`config.mk`:
```
export PLATFORM = sky130hd
export DESIGN_NAME = kinase_assay_sequencer
export DESIGN_NICKNAME = d
export VERILOG_FILES = /design/src/rtl/kinase_assay_sequencer.sv
export SDC_FILE = /design/constraint.sdc
export NUM_CORES = 1
export LEC_CHECK = 0
export CORE_AREA = 8 8 99 101
export CTS_CLUSTER_DIAMETER = 120
export CTS_CLUSTER_SIZE = 28
export DETAILED_ROUTE_END_ITERATION = 10
export DIE_AREA = 0 0 107 109
export PLACE_DENSITY = 0.77
export SLEW_MARGIN = 20
export SYNTH_ARGS = -nofsm -noshare
export SYNTH_HDL_FRONTEND = slang
export SYNTH_SLANG_ARGS = --single-unit
```
`constraint.sdc`:
```
create_clock -name clk -period 5.9 [get_ports clk]
set_clock_uncertainty 0.15 [all_clocks]
set_input_delay 0.885 -clock clk [delete_from_list [all_inputs] [get_ports clk]]
set_output_delay 0.885 -clock clk [all_outputs]
set_load 0.005 [all_outputs]
```
`src/rtl/kinase_assay_sequencer.sv`:
```
// kinase_assay_sequencer
//   Runs one kinase assay: three reagent loads, a pumped mix, incubation and
//   a flush out of the selected outlet, then parks in DONE until restarted.
//
//   state | meaning
//   ------+------------------------------------------------------------
//   0     | IDLE      waiting for start, all valves closed
//   1     | LOAD_A    reagent A valves open for LOAD_CYC cycles
//   2     | LOAD_B    reagent B valves open for LOAD_CYC cycles
//   3     | LOAD_C    reagent C valves open for LOAD_CYC cycles
//   4     | MIX       mixer pump rotates MIX_ROT times through 6 phases
//   5     | INCUBATE  hold for INC_CYC cycles
//   6     | FLUSH     flush pump + outlet valve for FLUSH_CYC cycles
//   7     | DONE      run finished, waiting for the next start
//
// Ports
//   clk, rst_n        clock, async active-low reset
//   start, abort      run request / abort-and-flush request
//   out_sel[1:0]      outlet number, captured when a run starts
//   pad_ctrl_a[12:0]  reagent/mix/incubate/flush valves (1 = open)
//   pad_ctrl_s[3:0]   one-hot outlet valve, only driven during FLUSH
//   pad_pump_a[2:0]   mixer peristaltic pump valves, only in MIX
//   pad_pump_b[1:0]   flush pump valves, only in FLUSH
//   busy, done        run in progress / run complete
//   aborted           sticky: the last run was aborted
//   state[2:0]        current state encoding
module kinase_assay_sequencer #(
    parameter int LOAD_CYC  = 16,
    parameter int STEP_CYC  = 4,
    parameter int MIX_ROT   = 8,
    parameter int INC_CYC   = 64,
    parameter int FLUSH_CYC = 16
) (
    input  logic        clk,
    input  logic        rst_n,
    input  logic        start,
    input  logic        abort,
    input  logic [1:0]  out_sel,
    output logic [12:0] pad_ctrl_a,
    output logic [3:0]  pad_ctrl_s,
    output logic [2:0]  pad_pump_a,
    output logic [1:0]  pad_pump_b,
    output logic        busy,
    output logic        done,
    output logic        aborted,
    output logic [2:0]  state
);

    typedef enum logic [2:0] {
        S_IDLE     = 3'd0,
        S_LOAD_A   = 3'd1,
        S_LOAD_B   = 3'd2,
        S_LOAD_C   = 3'd3,
        S_MIX      = 3'd4,
        S_INCUBATE = 3'd5,
        S_FLUSH    = 3'd6,
        S_DONE     = 3'd7
    } state_t;

    localparam logic [15:0] LOAD_LD  = 16'(LOAD_CYC - 1);
    localparam logic [15:0] STEP_LD  = 16'(STEP_CYC - 1);
    localparam logic [15:0] ROT_LD   = 16'(MIX_ROT - 1);
    localparam logic [15:0] INC_LD   = 16'(INC_CYC - 1);
    localparam logic [15:0] FLUSH_LD = 16'(FLUSH_CYC - 1);

    state_t      cur_state, nxt_state;
    logic [15:0] cnt, nxt_cnt;          // state duration; in MIX it times one pump phase
    logic [15:0] rot_cnt, nxt_rot;      // MIX rotations still to run after this one
    logic [15:0] step_cnt, nxt_step;    // flush pump phase timer
    logic [2:0]  mix_ph, nxt_mix_ph;
    logic        flush_ph, nxt_flush_ph;
    logic [1:0]  sel_q, nxt_sel;
    logic        nxt_aborted;

    function automatic logic [12:0] ctrl_a_of(input state_t s);
        case (s)
            S_LOAD_A:   return 13'h0003;
            S_LOAD_B:   return 13'h000C;
            S_LOAD_C:   return 13'h0030;
            S_MIX:      return 13'h01C0;
            S_INCUBATE: return 13'h0E00;
            S_FLUSH:    return 13'h1000;
            default:    return 13'h0000;
        endcase
    endfunction

    function automatic logic [2:0] pump_a_of(input logic [2:0] ph);
        case (ph)
            3'd0:    return 3'b100;
            3'd1:    return 3'b110;
            3'd2:    return 3'b010;
            3'd3:    return 3'b011;
            3'd4:    return 3'b001;
            3'd5:    return 3'b101;
            default: return 3'b000;
        endcase
    endfunction

    always_comb begin
        nxt_state    = cur_state;
        nxt_cnt      = cnt;
        nxt_rot      = rot_cnt;
        nxt_step     = step_cnt;
        nxt_mix_ph   = mix_ph;
        nxt_flush_ph = flush_ph;
        nxt_sel      = sel_q;
        nxt_aborted  = aborted;

        case (cur_state)
            S_IDLE, S_DONE: begin
                if (start) begin
                    nxt_state   = S_LOAD_A;
                    nxt_sel     = out_sel;
                    nxt_aborted = 1'b0;
                end
            end
            S_LOAD_A:   if (cnt == 16'd0) nxt_state = S_LOAD_B;
            S_LOAD_B:   if (cnt == 16'd0) nxt_state = S_LOAD_C;
            S_LOAD_C:   if (cnt == 16'd0) nxt_state = S_MIX;
            S_MIX:      if (cnt == 16'd0 && mix_ph == 3'd5 && rot_cnt == 16'd0)
                            nxt_state = S_INCUBATE;
            S_INCUBATE: if (cnt == 16'd0) nxt_state = S_FLUSH;
            S_FLUSH:    if (cnt == 16'd0) nxt_state = S_DONE;
            default:    nxt_state = S_IDLE;
        endcase

        // Abort overrides any normal advance and always gets a full flush.
        if (abort && (cur_state inside {S_LOAD_A, S_LOAD_B, S_LOAD_C, S_MIX, S_INCUBATE})) begin
            nxt_state   = S_FLUSH;
            nxt_aborted = 1'b1;
        end

        if (nxt_state != cur_state) begin
            case (nxt_state)
                S_LOAD_A, S_LOAD_B, S_LOAD_C: nxt_cnt = LOAD_LD;
                S_MIX:                        nxt_cnt = STEP_LD;
                S_INCUBATE:                   nxt_cnt = INC_LD;
                S_FLUSH:                      nxt_cnt = FLUSH_LD;
                default:                      nxt_cnt = 16'd0;
            endcase
            nxt_rot      = (nxt_state == S_MIX)   ? ROT_LD  : 16'd0;
            nxt_step     = (nxt_state == S_FLUSH) ? STEP_LD : 16'd0;
            nxt_mix_ph   = 3'd0;
            nxt_flush_ph = 1'b0;
        end else begin
            case (cur_state)
                S_MIX: begin
                    if (cnt == 16'd0) begin
                        nxt_cnt = STEP_LD;
                        if (mix_ph == 3'd5) begin
                            nxt_mix_ph = 3'd0;
                            nxt_rot    = rot_cnt - 16'd1;
                        end else begin
                            nxt_mix_ph = mix_ph + 3'd1;
                        end
                    end else begin
                        nxt_cnt = cnt - 16'd1;
                    end
                end
                S_FLUSH: begin
                    nxt_cnt = cnt - 16'd1;
                    if (step_cnt == 16'd0) begin
                        nxt_step     = STEP_LD;
                        nxt_flush_ph = ~flush_ph;
                    end else begin
                        nxt_step = step_cnt - 16'd1;
                    end
                end
                S_LOAD_A, S_LOAD_B, S_LOAD_C, S_INCUBATE: nxt_cnt = cnt - 16'd1;
                default: ;
            endcase
        end
    end

    // Outputs are decoded from the next-state values so they change on the
    // same edge that enters a state while still coming straight from flops.
    always_ff @(posedge clk or negedge rst_n) begin
        if (!rst_n) begin
            cur_state  <= S_IDLE;
            cnt        <= 16'd0;
            rot_cnt    <= 16'd0;
            step_cnt   <= 16'd0;
            mix_ph     <= 3'd0;
            flush_ph   <= 1'b0;
            sel_q      <= 2'd0;
            aborted    <= 1'b0;
            pad_ctrl_a <= 13'd0;
            pad_ctrl_s <= 4'd0;
            pad_pump_a <= 3'd0;
            pad_pump_b <= 2'd0;
            busy       <= 1'b0;
            done       <= 1'b0;
        end else begin
            cur_state  <= nxt_state;
            cnt        <= nxt_cnt;
            rot_cnt    <= nxt_rot;
            step_cnt   <= nxt_step;
            mix_ph     <= nxt_mix_ph;
            flush_ph   <= nxt_flush_ph;
            sel_q      <= nxt_sel;
            aborted    <= nxt_aborted;
            pad_ctrl_a <= ctrl_a_of(nxt_state);
            pad_ctrl_s <= (nxt_state == S_FLUSH) ? (4'b0001 << nxt_sel) : 4'd0;
            pad_pump_a <= (nxt_state == S_MIX) ? pump_a_of(nxt_mix_ph) : 3'd0;
            pad_pump_b <= (nxt_state == S_FLUSH) ? (nxt_flush_ph ? 2'b10 : 2'b01) : 2'b00;
            busy       <= (nxt_state != S_IDLE) && (nxt_state != S_DONE);
            done       <= (nxt_state == S_DONE);
        end
    end

    assign state = cur_state;

endmodule

```
=== Word-level counts from Yosys, hierarchy flattened ===
Cells that the tools add are included.
W data, S select, Z words.

* Input port bits: 6
* Bits in registers: 82
* Output and inout bits: 28

* $add $sub $neg: 4
* Reduce and logical (&&, ||, !) cells: 23
* Mux-type cells: 40
* Shifts and indexed selects: 1
* Equal/unequal tests: 22
* Bitwise operators: 1

{| class="wikitable"
|+ Operator list
! cell !! number
|-
| $mux W16 || 9
|-
| $pmux W13 S6 || 1
|-
| $logic_not A16 Y1 || 3
|-
| $sub A16 B1 Y16 const B || 3
|-
| $mux W3 || 14
|-
| $eq A3 B3 Y1 const B || 11
|-
| $pmux W16 S2 || 1
|-
| $pmux W3 S7 || 1
|-
| $eq A3 B2 Y1 const B || 6
|-
| $pmux W3 S6 || 1
|-
| $pmux W6 S3 || 1
|-
| $reduce_bool A2 Y1 || 6
|-
| $mux W2 || 5
|-
| $eq A3 B1 Y1 const B || 3
|-
| $logic_not A3 Y1 || 2
|-
| $mux W1 || 6
|-
| $reduce_bool A3 Y1 || 2
|-
| $reduce_bool A5 Y1 || 1
|-
| $reduce_or A5 Y1 || 1
|-
| $logic_and A1 B1 Y1 || 4
|-
| $mux W4 || 1
|-
| $reduce_or A4 Y1 || 1
|-
| $shl A1 B2 Y4 const A || 1
|-
| $add A3 B1 Y3 const B || 1
|-
| other kinds (6) || 6
|}

=== Depth between registers and ports, before layout ===
Gate-level depths: netlist (run 1).

* Word-level depth: 11
* Depth in mapped cells: 10

=== Worst setup path after synthesis (run 1) ===
Ideal clock, no wire load.

* Kind: flip-flop to flip-flop
* From: register rot_cnt[8]
* To: register cnt[0]
* Slack: 3258 ps
* Arrival: 2367 ps
* Path buffers: 1
* Stages on the path, launching flop included: 8
* Clock period less this slack: 2642 ps
* Library setup time: 125 ps
* Required time: 5625 ps
* Path through: dfrtp_1 -> or4_4 -> or4_4 -> or2_4 -> a31oi_2 -> or2_1 -> buf_6 -> mux2_2

* Word-level cells in the longest chain between the ends: 9
* Elaborated cells on any way between the ends: 16
* Those cells by class: eq/ne: 7; mux: 5; reduce/logical: 4

{| class="wikitable"
|+ RTL lines
! what !! line !! RTL
|-
| from (decl) || 68 || <nowiki>logic [15:0] rot_cnt, nxt_rot;</nowiki>
|-
| from (signal assigned) || 196 || <nowiki>rot_cnt <= nxt_rot;</nowiki>
|-
| $logic_not A16 Y1 * || 120 || <nowiki>S_MIX: if (cnt == 16'd0 && mix_ph == 3'd5 && rot_cnt == 16'd0)</nowiki>
|-
| $logic_and A1 B1 Y1 * || 120 ||
|-
| $mux W3 * || 120 ||
|-
| $pmux W3 S7 * || 109 || <nowiki>case (cur_state)</nowiki>
|-
| $mux W3 * || 128 || <nowiki>if (abort && (cur_state inside {S_LOAD_A, S_LOAD_B, S_LOAD_C, S_MIX, S_INCUBATE})) begin</nowiki>
|-
| $eq A3 B3 Y1, or another cell as far along || 134 || <nowiki>case (nxt_state)</nowiki>
|-
| $reduce_or A4 Y1 (no line) || - ||
|-
| $pmux W6 S3 || 134 ||
|-
| $mux W16 || 133 || <nowiki>if (nxt_state != cur_state) begin</nowiki>
|-
| to (signal assigned) || 195 || <nowiki>cnt <= nxt_cnt;</nowiki>
|-
| to (decl) || 67 || <nowiki>logic [15:0] cnt, nxt_cnt;</nowiki>
|}

Every way passes the cells marked *; elsewhere a longest branch is shown, timed or not.
A chain may end at the register's enable or synchronous reset.

=== Final worst setup path (run 1) ===
* From: register cnt[0]
* To: register rot_cnt[1]

* Word-level cells in the longest chain between the ends: 9
* Elaborated cells on any way between the ends: 19
* Those cells by class: eq/ne: 2; mux: 10; reduce/logical: 7

{| class="wikitable"
|+ RTL lines
! what !! line
|-
| $logic_not A16 Y1 * || -
|-
| $logic_and A1 B1 Y1 (2 in a row) || 120
|-
| $mux W3 || 120
|-
| $pmux W3 S7 || 109
|-
| $mux W3 || 128
|-
| $ne A3 B3 Y1 or $eq A3 B3 Y1 (tied branches) || 133, 141
|-
| $reduce_bool A2 Y1 (no line) or $mux W3 (tied branches) || -
|-
| $reduce_and A3 Y1 (no line) or $mux W16 (tied branches) || -
|}

Marked as above.

==> results of run 1 <==
-- power groups by stage --
| stage | registers, mW | logic [mW] | clock network [mW] |
|---|---|---|---|
| floorplan | 0.717 | 0.257 | 0 |
| global placement | 0.741 | 0.309 | 0 |
| detailed placement | 0.747 | 0.320 | 0 |
| CTS | 0.739 | 0.324 | 0.464 |
| global route | 0.762 | 0.365 | 0.485 |
| finish | 0.740 | 0.322 | 0.455 |
-- state kept, by name, indices dropped and copies added (netlist names), 2 cells and up --
| register | count |
|---|---|
| rot_cnt | 16 |
| pad_pump_b | 2 |
| pad_ctrl_a | 6 |
| mix_ph | 3 |
| sel_q | 2 |
| pad_pump_a | 3 |
| step_cnt | 16 |
| cnt | 16 |
| pad_ctrl_s | 4 |
| state | 3 |
-- cell usage after synthesis (all sizes together), types with 4 or more instances --
cell type / instances
nor3: 33
dfrtp: 75
xor2: 13
buf: 16
nand2: 28
and2: 5
a21oi: 16
a211oi: 4
clkbuf: 11
xnor2: 28
mux2i: 11
o21ai: 10
nand3: 12
nor3b: 5
nand4: 7
nor2b: 5
or4: 6
a31oi: 5
nor2: 57
ha: 5
nor4: 12
inv: 13
-- metal layers --
metal / vias to the layer above / track usage (%) / wire length [µm]
met2: 88 / 24.2 / 3830
met5: - / 0 / 0
met3: 16 / 4.55 / 499
met1: 1541 / 18.3 / 3810
met4: 0 / 6.63 / 176
li1: 1517 / - / -
-- logic make-up after synthesis --
group / share of synthesized area [%]
buffers and inverters: 5.33
flip-flops: 46.7
XOR/XNOR: 8.94
adder cells (fa/ha/maj): 1.56
multiplexers: 3.58
AO/OA/AOI/OAI: 9.22
AND/OR/NAND/NOR: 24.7
-- metrics by stage --
step           area [µm²]  cells  setup WS, ns  hold WS [ns]  total power [mW]
2_1_floorplan        4020    423          3.26         0.321             0.974
3_3_place_gp         4330    539          2.17         0.334              1.05
3_5_place_dp         4330    539          2.04         0.348              1.07
4_1_cts              4560    555          2.11         0.377              1.53
5_1_grt              4560    555          1.74         0.402              1.61
6_report             4560    555          2.00         0.364              1.52
-- final cells by class --
type	count	area, µm²
Multi-Input combinational cell	308	1930
Inverter	13	48.8
Clock buffer	9	124
Sequential cell	75	1880
Clock inverter	7	106
Fill cell	738	3820
Tap cell	108	135
Timing Repair Buffer	35	343
-- final timing paths --
kind,startpoint,to,slack (ns),cells past startpoint
max reg2reg,cnt[0],rot_cnt[1],2.00,9
max,cnt[0],rot_cnt[1],2.00,9
min in group asynchronous,rst_n,pad_ctrl_s[1],0.50,1
max in group asynchronous,rst_n,cnt[10],4.50,1
min reg2reg,aborted,aborted,0.36,2
min,aborted,aborted,0.36,2
-- worst max-delay path: stages (launching register included) --
cell and delay [ns]:
dfrtp_1 0.42, inv_1 0.08, ha_1 0.20, nor4b_1 0.46, and4_1 0.63, a221oi_1 0.20
a31oi_2 0.22, or2_1 0.87, buf_4 0.38, mux2i_1 0.20
==> metrics.md, run 1 <==
| Metric | Value |
|---|---|
| Synth top area share | `between 40% and 50%` |
| Synthesized flop and latch total | `75` |
| Port Buffers | `33` |
| Gpl congestion | `about 0.9` |
| Synth Warn # | `0` |
| Combinational Power Share | `between 20% and 30%` |
| Number of flops mapped to enable cells by yosys | `0` |
| Crit start category | `flip-flop` |
| Layout cells sized above 1 | `6.94%` |
| Post-synth top area cell | `dfrtp_1` |
| Antenna cells | `0` |
| Cell Pwr Density | `about 330 mW/mm²` |
| Vias per std cell | `roughly 5.7` |
| F_max | `around 0.26 GHz` |
| Post-Route Utilization | `about 54%` |
| Residual DRC count | `0` |
| Post-Synthesis Cells | `~420` |
| Leakage | `~1.9 nW` |
| Total GRT Usage | `around 15%` |
| Clk network pwr share | `30.0%` |
| CP required | `about 6 ns` |
| Fin Setup TNS | `0 ns` |
| Core area | `0.00838 mm²` |
| Maximum vdd drop | `0.147 mV` |
| CTS resizes | `0` |
| Measured slew at the worst slew-check pin | `roughly 1.1 ns` |
| Most frequent cells in the layout | `dfrtp_1 (75), nor2_1 (57), nor3_1 (33)` |
| Max Cap Viol | `0` |
| DRT Pass-1 Iters | `5` |
| Max_slew headroom | `approximately a quarter` |
| Wire per inst | `15.0 µm` |
| Num ports | `34` |
| HPWL Detailed | `roughly 5.7 mm` |
| H-tree depth | `3` |
| DIE AREA | `approximately 0.012 mm²` |
| Largest net degree at the start of global routing | `76` |
| Switching part of the total | `32.1%` |
| Syn_nets | `about 430` |
| GRT overflow | `0` |
| CP Data Arrival Time | `between 4 and 5 ns` |
| Worst setup path class | `flip-flop to flip-flop` |
| Max Transition Viols Final | `0` |
| Post-route clock period utilization | `about two thirds` |
| Initial core utilization | `47.9%` |
| Final-stage net count | `between 400 and 500` |
| Post-Syn Area | `around 0.004 mm²` |
| Top post-synthesis cells by area | `dfrtp_1 (47%), xnor2_1 (6.1%), nor2_1 (5.3%)` |
| Setup bufs post-CTS | `0` |
| CTS tree | `yes` |
| Top FF cell, synth | `dfrtp_1` |
| Clk buf depth | `2` |
| Synth unique cells | `between 50 and 60` |
| Die Height | `~110 µm` |
| CTS sink cnt | `between 70 and 80` |
| Antenna violations before repair | `0` |
| Pint | `~1.0 mW` |
| Worst-Skew Late Latency | `about 0.35 ns` |
| Sequential area share after synthesis | `between 40% and 50%` |
| Hold-fix buffers at CTS | `0` |
| Crit end category | `flip-flop` |
| Die W | `107 µm` |
| Most common cell after layout, fill and taps aside | `dfrtp_1` |
| Number of placement rows | `34` |
| Final setup violation count | `0` |
| CP max FO | `26` |
| Final hold vios | `0` |
| Root Driver | `clkbuf_8` |
| Clock period minus worst slack | `3.90 ns` |
| Final WL | `between 8 and 9 mm` |
| Worst Hold Class | `flip-flop to flip-flop` |
| Vias in the first global route | `just over 3000` |
| Switch Pwr | `a little under 0.5 mW` |
| Synth Area per Inst | `between 9 and 10 µm²` |
| Area Overhead vs Synth | `13.5%` |
| Unrepaired setup endpoints after global routing | `no` |
| Clock buffer count from CTS | `9` |
| Async set-reset flop share out of synthesis | `100%` |
| Flop pwr share | `about half` |
| Via count | `3162` |
| Final ANT Viol Nets | `0` |
| Initial drt markers | `between 200 and 250` |
| Worst-path clk slew | `approximately 0.080 ns` |
| Status | `completed` |
| Global-route wire length before repair | `roughly 14 mm` |
Power figures use the tool's default switching activity.
==> run 2: changes to the inputs <==
- clock period: 5.9 -> 3.8 ns (I/O delays scaled with it)
==> run 2 against run 1 <==
Power up 49%. Clock power up 35%. Global-route usage up 0.21 points. Design area up 0.25%. First-iteration DRC count down 1.9%. Register-to-register slack worse by 1.3 ns. Critical path type unchanged. Largest power group unchanged.
==> metrics.md, run 2 (same netlist as run 1, synthesis figures left out) <==
| Metric | Value |
|---|---|
| F_max | `0.319 GHz (+24%)` |
| Final hold vios | `0 (unchanged)` |
| H-tree depth | `3 (unchanged)` |
| WP depth | `7 (-2)` |
| Fin Setup TNS | `0 ns (unchanged)` |
| Met1 usage | `19.1% (+0.79 points)` |
| Cell Pwr Density | `495 mW/mm² (+49%)` |
| Max Transition Viols Final | `0 (unchanged)` |
| CTS sink cnt | `75 (unchanged)` |
| Hold-fix buffers at CTS | `0 (unchanged)` |
| FF-to-FF setup slack | `0.66 ns (-1.33 ns)` |
| Clock period minus worst slack | `3.14 ns (-0.765 ns)` |
| CP Launch Point | `rot_cnt[8]` |
| Post-route clock period utilization | `82.5% (+16 points)` |
| Worst Hold Class | `primary input to asynchronous set/reset pin` |
| Measured slew at the worst slew-check pin | `0.899 ns (-0.204 ns)` |
| Largest net degree at the start of global routing | `76 (unchanged)` |
| Via count | `3127 (-1.1%)` |
| Worst Setup EP | `rot_cnt[1]` |
| CTS resizes | `0 (unchanged)` |
| Top Registers | `cnt x16, rot_cnt x16, step_cnt x16` |
| Worst reg2reg path depth | `7 (-2)` |
| Setup bufs post-CTS | `0 (unchanged)` |
| Residual DRC count | `0 (unchanged)` |
| Largest delay contributor family on the critical path | `simple AND/OR/NAND/NOR gates` |
| Worst R2R End | `rot_cnt[1]` |
| HPWL Detailed | `5.91 mm (+4.4%)` |
| Clk buf depth | `2 (unchanged)` |
| Final WL | `8.34 mm (+0.26%)` |
| Crit-path cells | `or4_4 > or4_4 > or2_4 > a31oi_2 > or2_1 > buf_12 > mux2i_1` |
| Final ANT Viol Nets | `0 (unchanged)` |
| Total GRT Usage | `15.2% (+0.21 points)` |
| Critical Path Most Common Cell | `or4_4` |
| Worst-Skew Late Latency | `0.36 ns (about the same)` |
| Most common cell after layout, fill and taps aside | `dfrtp_1` |
| Final setup violation count | `0 (unchanged)` |
| Final-stage net count | `458 (+1.1%)` |
| Hold_ws | `0.197 ns (-0.168 ns)` |
| Reg-to-Reg Start | `rot_cnt[8]` |
| Most frequent cells in the layout | `dfrtp_1 (75), nor2_1 (57), nor3_1 (33)` |
| Antenna cells | `0 (unchanged)` |
| Max Cap Viol | `0 (unchanged)` |
| Wire per inst | `14.9 µm (-0.63%)` |
| CTS tree | `yes` |
| Fillers | `718 (-2.7%)` |
| CP Data Arrival Time | `3.26 ns (-0.76 ns)` |
| Number of placement rows | `34 (unchanged)` |
| Crit path largest cell delay | `0.57 ns (-0.30 ns)` |
| Root Driver | `clkbuf_8` |
| Critical-path top delay cell | `or4_4` |
| Gpl congestion | `0.881 (-1.9%)` |
| GR Layer Usage met3 | `5.14% (+0.59 points)` |
| Die W | `107 µm (unchanged)` |
| Crit end category | `flip-flop` |
| Unrepaired setup endpoints after global routing | `no` |
| DIE AREA | `0.0117 mm² (unchanged)` |
| Max_slew headroom | `40.0% (+14 points)` |
| Maximum vdd drop | `0.208 mV (+42%)` |
| Port Buffers | `33 (unchanged)` |
| Layout cells sized above 1 | `7.96% (+1.0 points)` |
| Num ports | `34 (unchanged)` |
| Worst-path clk slew | `0.08 ns (about the same)` |
| CP max FO | `32 (+23%)` |
| Initial drt markers | `207 (-1.9%)` |
| Die Height | `109 µm (unchanged)` |
| Crit path buf inv count | `1 (-1)` |
| DRT Pass-1 Iters | `5 (unchanged)` |
| Crit start category | `flip-flop` |
| Antenna violations before repair | `0 (unchanged)` |
| Vias in the first global route | `3054 (+0.033%)` |
| Vias per std cell | `5.58 (-2.0%)` |
| Core area | `0.00838 mm² (unchanged)` |
| Grt met2 use | `23.9% (-0.36 points)` |
| Status | `completed` |
| GRT overflow | `0 (unchanged)` |
| Clock buffer count from CTS | `9 (unchanged)` |
| GR peak layer | `met2` |
| CP required | `3.93 ns (-2.09 ns)` |
| Area Overhead vs Synth | `13.8%` |
| Worst setup path class | `flip-flop to flip-flop` |
| Global-route wire length before repair | `14.3 mm (+0.63%)` |
| Initial core utilization | `47.9% (unchanged)` |
| Leakage | `1.87 nW (+0.76%)` |
==> run 2: power breakdown <==
part | leakage [nW] | switching, mW | total [mW] | internal (mW)
logic | 0.859 | 0.247 | 0.498 | 0.251
registers | 0.906 | 0.186 | 1.15 | 0.967
clock network | 0.103 | 0.310 | 0.612 | 0.302
==> run 2: how the worst min path moves through the flow <==
| stage | from | end | depth (start not counted) |
|---|---|---|---|
| global placement | aborted | aborted | 2 |
| finish | rst_n | pad_ctrl_a[12] | 1 |
| floorplan | rst_n | aborted | 0 |
| CTS | rst_n | pad_ctrl_a[12] | 1 |
| global route | rst_n | pad_ctrl_a[12] | 1 |
| detailed placement | aborted | aborted | 2 |
==> run 2: area by class of cell <==
cell class                      count  area, µm²  area share (%)
Multi-Input combinational cell    308       1930            42.1
Sequential cell                    75       1880            41.1
Timing Repair Buffer               40        393            8.59
Tap cell                          108        135            2.96
Clock buffer                        9        124            2.71
Clock inverter                      7       67.6            1.48
Inverter                           13       48.8            1.07
==> run 2: metal layers <==
metal  share of wire, %  vias up
li1                   -     1535
met1                 45     1480
met2                 47      101
met3                6.8       11
met4                1.4        0
met5                  0        -
==> run 2: through the flow <==
step	utilization (%)	power [mW]	instances	setup WS, ns	instance area, µm²
2_1_floorplan	-	1.51	423	1.16	4020
3_3_place_gp	52.3	1.63	544	0.763	4380
3_5_place_dp	52.3	1.66	544	0.689	4380
4_1_cts	54.6	2.28	560	0.658	4570
5_1_grt	54.6	2.41	560	0.324	4570
6_report	54.6	2.26	560	0.665	4570
==> run 3: changes to the inputs <==
- clock period: 3.8 -> 3 ns (I/O delays scaled with it)
==> run 3 against run 2 <==
Setup slack worse by 0.53 ns. Hold slack worse by 0.13 ns. Highest routed layer unchanged. Via count is 2.0% higher.
==> metrics.md, run 3 (same netlist as run 1, synthesis figures left out) <==
| Metric | Value |
|---|---|
| Status | `completed` |
| Final ANT Viol Nets | `0 (unchanged)` |
| Final-stage net count | `469 (+2.4%)` |
| Unrepaired setup endpoints after global routing | `no` |
| Layout cells sized above 1 | `9.94% (+2.0 points)` |
| Most frequent cells in the layout | `dfrtp_1 (75), nor2_1 (57), nor3_1 (33)` |
| Clk buf depth | `2 (unchanged)` |
| Top Registers | `cnt x16, rot_cnt x16, step_cnt x16` |
| Die W | `107 µm (unchanged)` |
| Via count | `3191 (+2.0%)` |
| Die Height | `109 µm (unchanged)` |
| Post-Route Utilization | `55.5% (+0.96 points)` |
| CP Data Arrival Time | `2.98 ns (-0.28 ns)` |
| Switch Pwr | `0.928 mW (+25%)` |
| Final WS setup | `0.136 ns (-0.529 ns)` |
| Crit start category | `flip-flop` |
| Critical Path Most Common Cell | `or4_4` |
| Worst setup path class | `flip-flop to flip-flop` |
| DRT Pass-1 Iters | `5 (unchanged)` |
| Max_slew headroom | `37.9% (-2.1 points)` |
| Vias in the first global route | `3054 (unchanged)` |
| Root Driver | `clkbuf_8` |
| Initial drt markers | `174 (-16%)` |
| Critical-path top delay cell | `or4_4` |
| Global-route wire length before repair | `14.5 mm (+1.2%)` |
| Pint | `1.97 mW (+29%)` |
| HPWL Detailed | `5.97 mm (+0.98%)` |
| Vias per std cell | `5.59 (about the same)` |
| Worst Hold Class | `primary input to asynchronous set/reset pin` |
| H-tree depth | `3 (unchanged)` |
| Num ports | `34 (unchanged)` |
| Clk network pwr share | `26.8% (-0.3 points)` |
| CTS tree | `yes` |
| CTS sink cnt | `75 (unchanged)` |
| DIE AREA | `0.0117 mm² (unchanged)` |
| Wire per inst | `14.7 µm (-1.2%)` |
| Pre-CTS WS | `0.184 ns (-0.504 ns)` |
| Largest net degree at the start of global routing | `76 (unchanged)` |
| Crit path largest cell delay | `0.57 ns (about the same)` |
| Max Transition Viols Final | `0 (unchanged)` |
| Measured slew at the worst slew-check pin | `0.931 ns (+0.0320 ns)` |
| Worst-Skew Late Latency | `0.34 ns (-0.02 ns)` |
| Antenna violations before repair | `0 (unchanged)` |
| Cell Pwr Density | `622 mW/mm² (+26%)` |
| Hold-fix buffers at CTS | `0 (unchanged)` |
| CTS resizes | `0 (unchanged)` |
| Crit-path cells | `or4_4 > or4_4 > or2_4 > a31oi_2 > or2_1 > buf_4 > mux2i_1` |
| Clock period minus worst slack | `2.86 ns (-0.271 ns)` |
| F_max | `0.349 GHz (+9.5%)` |
| Maximum vdd drop | `0.243 mV (+17%)` |
| Setup bufs post-CTS | `0 (unchanged)` |
| Clock buffer count from CTS | `9 (unchanged)` |
| Port Buffers | `33 (unchanged)` |
| Hold_ws | `0.0663 ns (-0.130 ns)` |
| Most common cell after layout, fill and taps aside | `dfrtp_1` |
| Flop pwr share | `50.5% (-0.5 points)` |
| CP max FO | `16 (-50%)` |
| GRT overflow | `0 (unchanged)` |
| Final hold vios | `0 (unchanged)` |
| Initial core utilization | `47.9% (unchanged)` |
| Post-route clock period utilization | `95.5% (+13 points)` |
| Core area | `0.00838 mm² (unchanged)` |
| Area Overhead vs Synth | `15.8%` |
| Max Cap Viol | `0 (unchanged)` |
| Final WL | `8.41 mm (+0.79%)` |
| Combinational Power Share | `22.7% (+0.7 points)` |
| Number of placement rows | `34 (unchanged)` |
| Final setup violation count | `0 (unchanged)` |
| Residual DRC count | `0 (unchanged)` |
| Antenna cells | `0 (unchanged)` |
| Fin Setup TNS | `0 ns (unchanged)` |
| Leakage | `1.91 nW (+2.2%)` |
| Gpl congestion | `0.888 (+0.76%)` |
| Total GRT Usage | `15.2% (about the same)` |
| CP required | `3.11 ns (-0.82 ns)` |
| Worst-path clk slew | `0.07 ns (about the same)` |
| Switching part of the total | `32.1% (-0.75 points)` |
| Crit end category | `flip-flop` |
==> run 3: path summary, 6_finish.rpt <==
kind | start | endpoint | slack, ns | depth (start not counted)
min in group clk | aborted | aborted | 0.37 | 2
max | rot_cnt[8] | step_cnt[0] | 0.14 | 7
min | rst_n | pad_ctrl_a[12] | 0.07 | 1
max in group asynchronous | rst_n | state[0] | 2.00 | 1
min reg2reg | aborted | aborted | 0.37 | 2
max reg2reg | rot_cnt[8] | step_cnt[0] | 0.14 | 7
==> run 3: layout make-up <==
cell class | instances | area, µm²
clock buffers | 12 | 145
clock inverters | 4 | 50.0
fillers | 735 | 3730
inverters | 13 | 48.8
multi-input cells | 308 | 1930
flip-flops and latches | 75 | 1880
well taps | 108 | 135
repair buffers | 51 | 463
==> run 3: layer usage <==
metal	vias to the layer above	track usage (%)	routed length, µm
met2	103	24.6	3980
li1	1546	-	-
met1	1531	19.4	3760
met5	-	0	0
met4	0	4.92	105
met3	11	4.31	556
==> run 3: critical path, delay by kind of cell (launching register included) <==
family	cells	cell delay, ns
compound gates	1	0.20
buf+inv	1	0.26
flops	1	0.43
mux	1	0.21
simple gates	4	1.54
==> run 3: power by group through the flow <==
stage,logic [mW],registers (mW),clock network [mW]
6_report,0.657,1.46,0.775
5_1_grt,0.736,1.50,0.846
3_5_place_dp,0.654,1.47,0
2_1_floorplan,0.505,1.41,0
4_1_cts,0.660,1.45,0.799
3_3_place_gp,0.623,1.46,0
==> run 3: per-stage QoR <==
stage,power [mW],std cells,area [µm²]
floorplan,1.92,423,4020
global placement,2.08,555,4450
detailed placement,2.13,555,4450
CTS,2.91,571,4650
global route,3.08,571,4650
finish,2.89,571,4650
